### src/rtl/wb_commit.sv
// Write-back/commit stage: accepts retiring instructions, waits for load data,
// and drives the single-cycle register-file write port plus halt/retire status.
module wb_commit #(
  parameter int unsigned CNT_W        = 32,
  parameter int unsigned LOAD_TIMEOUT = 255
) (
  input  logic             clk,
  input  logic             rst,
  input  logic             MW_valid,
  input  logic [31:0]      MW_pc,
  input  logic [4:0]       MW_rd_addr,
  input  logic             MW_w_enable,
  input  logic             MW_is_load,
  input  logic [2:0]       MW_load_type,
  input  logic [31:0]      MW_result,
  input  logic             MW_is_halt,
  input  logic             dmem_rvalid,
  input  logic [31:0]      dmem_rdata,
  output logic             wb_ready,
  output logic             w_enable_WB,
  output logic [4:0]       w_addr_WB,
  output logic [31:0]      w_data_WB,
  output logic [31:0]      pc_WB,
  output logic             is_halted,
  output logic             load_timeout,
  output logic [CNT_W-1:0] retired_count
);

  localparam int unsigned    TW       = (LOAD_TIMEOUT < 2) ? 1 : $clog2(LOAD_TIMEOUT + 1);
  localparam logic [TW-1:0]  TMO_LAST = TW'(LOAD_TIMEOUT - 1);

  typedef enum logic [1:0] {RUN, WAIT_LOAD, HALTED} state_t;

  state_t             state, state_next;
  logic               accept;
  logic [TW-1:0]      tmo_cnt, tmo_cnt_n;
  logic [4:0]         ld_rd, ld_rd_n;
  logic               ld_wen, ld_wen_n;
  logic [2:0]         ld_type, ld_type_n;
  logic [1:0]         ld_off, ld_off_n;
  logic [31:0]        ld_pc, ld_pc_n;
  logic               w_en_n;
  logic [4:0]         w_addr_n;
  logic [31:0]        w_data_n;
  logic [31:0]        pc_n;
  logic               halted_n;
  logic               timeout_n;
  logic [CNT_W-1:0]   cnt_n;

  function automatic logic [31:0] extract(input logic [2:0] t, input logic [1:0] o,
                                          input logic [31:0] d);
    logic [7:0]  b;
    logic [15:0] h;
    logic [31:0] r;
    b = d[7:0];
    case (o)
      2'd0:    b = d[7:0];
      2'd1:    b = d[15:8];
      2'd2:    b = d[23:16];
      default: b = d[31:24];
    endcase
    h = o[1] ? d[31:16] : d[15:0];
    case (t)
      3'b000:  r = {{24{b[7]}}, b};
      3'b001:  r = {{16{h[15]}}, h};
      3'b100:  r = {24'd0, b};
      3'b101:  r = {16'd0, h};
      default: r = d;
    endcase
    return r;
  endfunction

  assign wb_ready = (state == RUN);
  assign accept   = MW_valid & wb_ready;

  always_ff @(posedge clk or posedge rst) begin
    if (rst) state <= RUN;
    else     state <= state_next;
  end

  always_comb begin
    state_next = state;
    case (state)
      RUN: begin
        if (accept) begin
          if (MW_is_halt)      state_next = HALTED;
          else if (MW_is_load) state_next = WAIT_LOAD;
        end
      end
      WAIT_LOAD: begin
        if (dmem_rvalid)               state_next = RUN;
        else if (tmo_cnt == TMO_LAST)  state_next = HALTED;
      end
      default: state_next = HALTED;
    endcase
  end

  // Registered outputs hold by default; only the strobe self-clears.
  always_comb begin
    w_en_n    = 1'b0;
    w_addr_n  = w_addr_WB;
    w_data_n  = w_data_WB;
    pc_n      = pc_WB;
    halted_n  = is_halted;
    timeout_n = load_timeout;
    cnt_n     = retired_count;
    tmo_cnt_n = tmo_cnt;
    ld_rd_n   = ld_rd;
    ld_wen_n  = ld_wen;
    ld_type_n = ld_type;
    ld_off_n  = ld_off;
    ld_pc_n   = ld_pc;
    case (state)
      RUN: begin
        if (accept) begin
          if (MW_is_halt) begin
            pc_n     = MW_pc;
            cnt_n    = retired_count + 1'b1;
            halted_n = 1'b1;
          end else if (MW_is_load) begin
            ld_rd_n   = MW_rd_addr;
            ld_wen_n  = MW_w_enable;
            ld_type_n = MW_load_type;
            ld_off_n  = MW_result[1:0];
            ld_pc_n   = MW_pc;
            tmo_cnt_n = '0;
          end else begin
            w_en_n   = MW_w_enable & (|MW_rd_addr);
            w_addr_n = MW_rd_addr;
            w_data_n = MW_result;
            pc_n     = MW_pc;
            cnt_n    = retired_count + 1'b1;
          end
        end
      end
      WAIT_LOAD: begin
        if (dmem_rvalid) begin
          w_en_n   = ld_wen & (|ld_rd);
          w_addr_n = ld_rd;
          w_data_n = extract(ld_type, ld_off, dmem_rdata);
          pc_n     = ld_pc;
          cnt_n    = retired_count + 1'b1;
        end else if (tmo_cnt == TMO_LAST) begin
          timeout_n = 1'b1;
          halted_n  = 1'b1;
        end else begin
          tmo_cnt_n = tmo_cnt + 1'b1;
        end
      end
      default: ;
    endcase
  end

  always_ff @(posedge clk or posedge rst) begin
    if (rst) begin
      w_enable_WB   <= 1'b0;
      w_addr_WB     <= '0;
      w_data_WB     <= '0;
      pc_WB         <= '0;
      is_halted     <= 1'b0;
      load_timeout  <= 1'b0;
      retired_count <= '0;
      tmo_cnt       <= '0;
      ld_rd         <= '0;
      ld_wen        <= 1'b0;
      ld_type       <= '0;
      ld_off        <= '0;
      ld_pc         <= '0;
    end else begin
      w_enable_WB   <= w_en_n;
      w_addr_WB     <= w_addr_n;
      w_data_WB     <= w_data_n;
      pc_WB         <= pc_n;
      is_halted     <= halted_n;
      load_timeout  <= timeout_n;
      retired_count <= cnt_n;
      tmo_cnt       <= tmo_cnt_n;
      ld_rd         <= ld_rd_n;
      ld_wen        <= ld_wen_n;
      ld_type       <= ld_type_n;
      ld_off        <= ld_off_n;
      ld_pc         <= ld_pc_n;
    end
  end

endmodule

### config.mk
export PLATFORM = sky130hd
export DESIGN_NAME = wb_commit
export DESIGN_NICKNAME = d
export VERILOG_FILES = /design/src/rtl/wb_commit.sv
export SDC_FILE = /design/constraint.sdc
export NUM_CORES = 1
export LEC_CHECK = 0
export CAP_MARGIN = 20
export CELL_PAD_IN_SITES_DETAIL_PLACEMENT = 0
export CELL_PAD_IN_SITES_GLOBAL_PLACEMENT = 1
export CORE_ASPECT_RATIO = 0.9
export CORE_UTILIZATION = 35
export DETAILED_ROUTE_END_ITERATION = 7
export HOLD_SLACK_MARGIN = 0.08
export PLACE_DENSITY = 0.91
export SYNTH_ARGS = -nofsm -noshare
export SYNTH_HDL_FRONTEND = slang
export SYNTH_SLANG_ARGS = --single-unit
export TNS_END_PERCENT = 10
### constraint.sdc
create_clock -name clk -period 6.4 [get_ports clk]
set_input_delay 1.28 -clock clk [delete_from_list [all_inputs] [get_ports clk]]
set_output_delay 1.28 -clock clk [all_outputs]
set_load 0.01 [all_outputs]
==> results.cfg <==
[sta]
slew-limit-headroom_pct = 26.9
hold_viol_final = 0
timing.hold.ws_ns = 0.467
rsz0062_at_grt = no
timing.final.crit_period_ns = 3.12
slew_violations = 0
fmax_mhz = 320
period_share_pct = 48.8
setup_viol = 0
fin_ws_ns = 3.28
worstMarginPinSlew_ns = 1.10
skew_ns = 0.0107
setup_tns_ns = 0

[power_and_ir_drop]
p_sw_uw = 855
clkPwrFrac_pct = 33.4
p_leak_nw = 4.67
irDropWorstVdd_mv = 0.176
pwr-share-seq_pct = 43.5
swShare_pct = 28.7
power_density_nw_per_um2 = 291
combPwrFrac_pct = 23.1
p_int_mw = 2.13

[synthesis]
yosysMostFrequentCell = nand2_1
syn_area_per_cell_sq_um = 8.78
synth-simple-area-share_pct = 23.1
synth_fa_ha_area_share_pct = 0.513
yosys_warnings = 0
ys_seq_area_share_pct = 53.7
synth_cells = 833
synthMuxAreaShare_pct = 0.873
ys_ff_latch = 157
syn-cell-area_sq_um = 7310
yosysUniqueCellTypes = 47
synth_top_cell_area_share_pct = 53.7
synth_compound_area_share_pct = 13.9
synth_top_family_by_area = simple AND/OR/NAND/NOR gates
synth_edf_count = 0
synthArstFlopShare_pct = 100
synthFlopType = dfrtp_1
synth_area_leaders = dfrtp_1 54%, nand2_1 14%, o21ai_0 4.2%
ys_top_cells_by_count = 269 x nand2_1, 157 x dfrtp_1, 62 x o21ai_0
synth_top_cell_by_area = dfrtp_1
synth_xor_area_share_pct = 4.43
synth_nets = 947

[clock_tree]
cts-root-buf = clkbuf_16
cts_resized = 0
cts_tree = done
cts.sinks = 157
holdBufCountCts = 0
clock_latency_ns = 0.43
cts_htree_levels = 4
cts_buffers = 17
path_clk_slew_ns = 0.06
cts_max_path_buffers = 2
cts_setup_buffers = 0

[run_status]
status = completed

[global_routing]
grt_usage_pct = 20.0
antenna_found_initial = 1
grt_pass1_vias = 6353
overflow = 0
grt_pass1_wl_um = 33600
grt_max_degree = 114

[placed_design]
place_ws_ns = 2.80
portBuffers = 215
globalplace.congestion = 0.812
dpl.hpwl_um = 13800

[drt]
vias = 6592
via_per_inst = 5.11
post_drt_wl_per_cell_um = 16.4
drt-total-wl_um = 21100
first_pass_iters = 4
drtIter0Drc = 474
postRouteAntennaNets = 0
drc_errors = 0

[worst_setup_path]
crit_path_start_kind = input pin
worstSetupEndpointType = flop
path_class = input pin to flop
critPathArrivalTime_ns = 3.46
path_max_fanout = 64
cp.required_ns = 6.74

[floorplanning]
ios = 216
die_w_um = 154
die-area_sq_um = 21500
core_sq_um = 20200
fp.dieH_um = 139
rows = 49
initial_core_util_pct = 36.1

[final_layout]
fin_nets = 1135
multi_input_area_sq_um = 3150
nFillCells = 1902
drive_gt1_share_pct = 5.42
regArea_sq_um = 3930
syn2layout_area_growth_pct = 40.1
diodes = 0

[worst_hold_path]
holdCritPathClass = flop to flop

[flow_run]
drv_cap = 0
-- worst paths after layout --
check                                            start                        to  slack, ns  cells after the start
worst max-delay path                       dmem_rvalid     pc_WB[15]$_DFFE_PP0P_       3.28                      7
worst min-delay path            ld_type[2]$_DFFE_PP0P_    ld_type[2]$_DFFE_PP0P_       0.47                      2
worst max register to register    state[1]$_DFFE_PP0P_    tmo_cnt[4]$_DFFE_PP0P_       3.87                      5
worst min register to register  ld_type[2]$_DFFE_PP0P_    ld_type[2]$_DFFE_PP0P_       0.47                      2
max in group asynchronous                          rst  load_timeout$_DFFE_PP0P_       3.76                      4
min in group asynchronous                          rst     ld_pc[10]$_DFFE_PP0P_       1.27                      2
-- per-layer routing --
metal	wire, um	GRT usage [%]
met2	9340	30.5
met5	0	0
met4	388	6.83
met3	1550	5.72
met1	9860	27.2
-- logic make-up (layout without fill, tap and decap cells) --
family / count (synthesis) / count (layout)
AOI/OAI and AO/OA: 173 / 173
adders and majority gates: 3 / 3
buffers and inverters: 63 / 264
xor gates and xnor gates: 37 / 37
muxes: 6 / 6
DFF: 157 / 157
and+or+nand+nor: 394 / 394
-- state kept, by name, summed over array words and instances (netlist names) --
signal,flops
ld_pc,32
w_data_WB,32
ld_rd,5
is_halted,1
load_timeout,1
tmo_cnt,8
state,2
ld_wen,1
w_addr_WB,5
pc_WB,32
ld_type,3
retired_count,32
ld_off,2
w_enable_WB,1
-- cell type report --
type	instances	share of cell area, %
multi-input cells	613	30.7
inverters	9	0.379
clock buffers	21	4.59
well taps	255	3.11
repair buffers	223	21.8
clock inverters	11	1.04
flip-flops and latches	157	38.3
-- placed cells by master (no fill, tap or decap), types with 5 or more instances in the layout --
cell type	n
a21oi_1	31
a22oi_1	16
a31oi_1	45
and4_1	6
buf_4	7
clkbuf_16	17
clkdlybuf4s50_1	215
dfrtp_1	157
inv_1	8
inv_6	5
nand2_1	268
nand2b_1	11
nand3_1	10
nand4_1	7
nor2_1	52
nor3_1	13
o21a_1	7
o21ai_0	62
xnor2_1	12
xor2_1	25
-- through the flow --
stage / std cells / instance area (sq um) / utilization [%] / power, mW
finish: 1289 / 10200 / 50.6 / 2.98
global route: 1289 / 10200 / 50.6 / 3.14
CTS: 1288 / 10200 / 50.5 / 3.01
detailed placement: 1256 / 9640 / 47.7 / 2.00
global placement: 1256 / 9640 / 47.7 / 1.99
floorplan: 833 / 7310 / - / 1.58
-- critical path: stages --
cell             delay [ns]
clkdlybuf4s50_1        0.63
nand2_1                0.15
o21ai_1                0.18
nor2b_4                0.33
buf_4                  0.58
nor2_1                 0.10
a31oi_1                0.18
-- power by group through the flow --
stage	clock, mW	sequential (mW)	combinational [mW]
after floorplan	0	1.34	0.241
after global placement	0	1.31	0.678
after detailed placement	0	1.31	0.691
after CTS	1.02	1.30	0.694
after global routing	1.07	1.32	0.753
final	0.996	1.30	0.690
(Power assumes the default switching activity.)
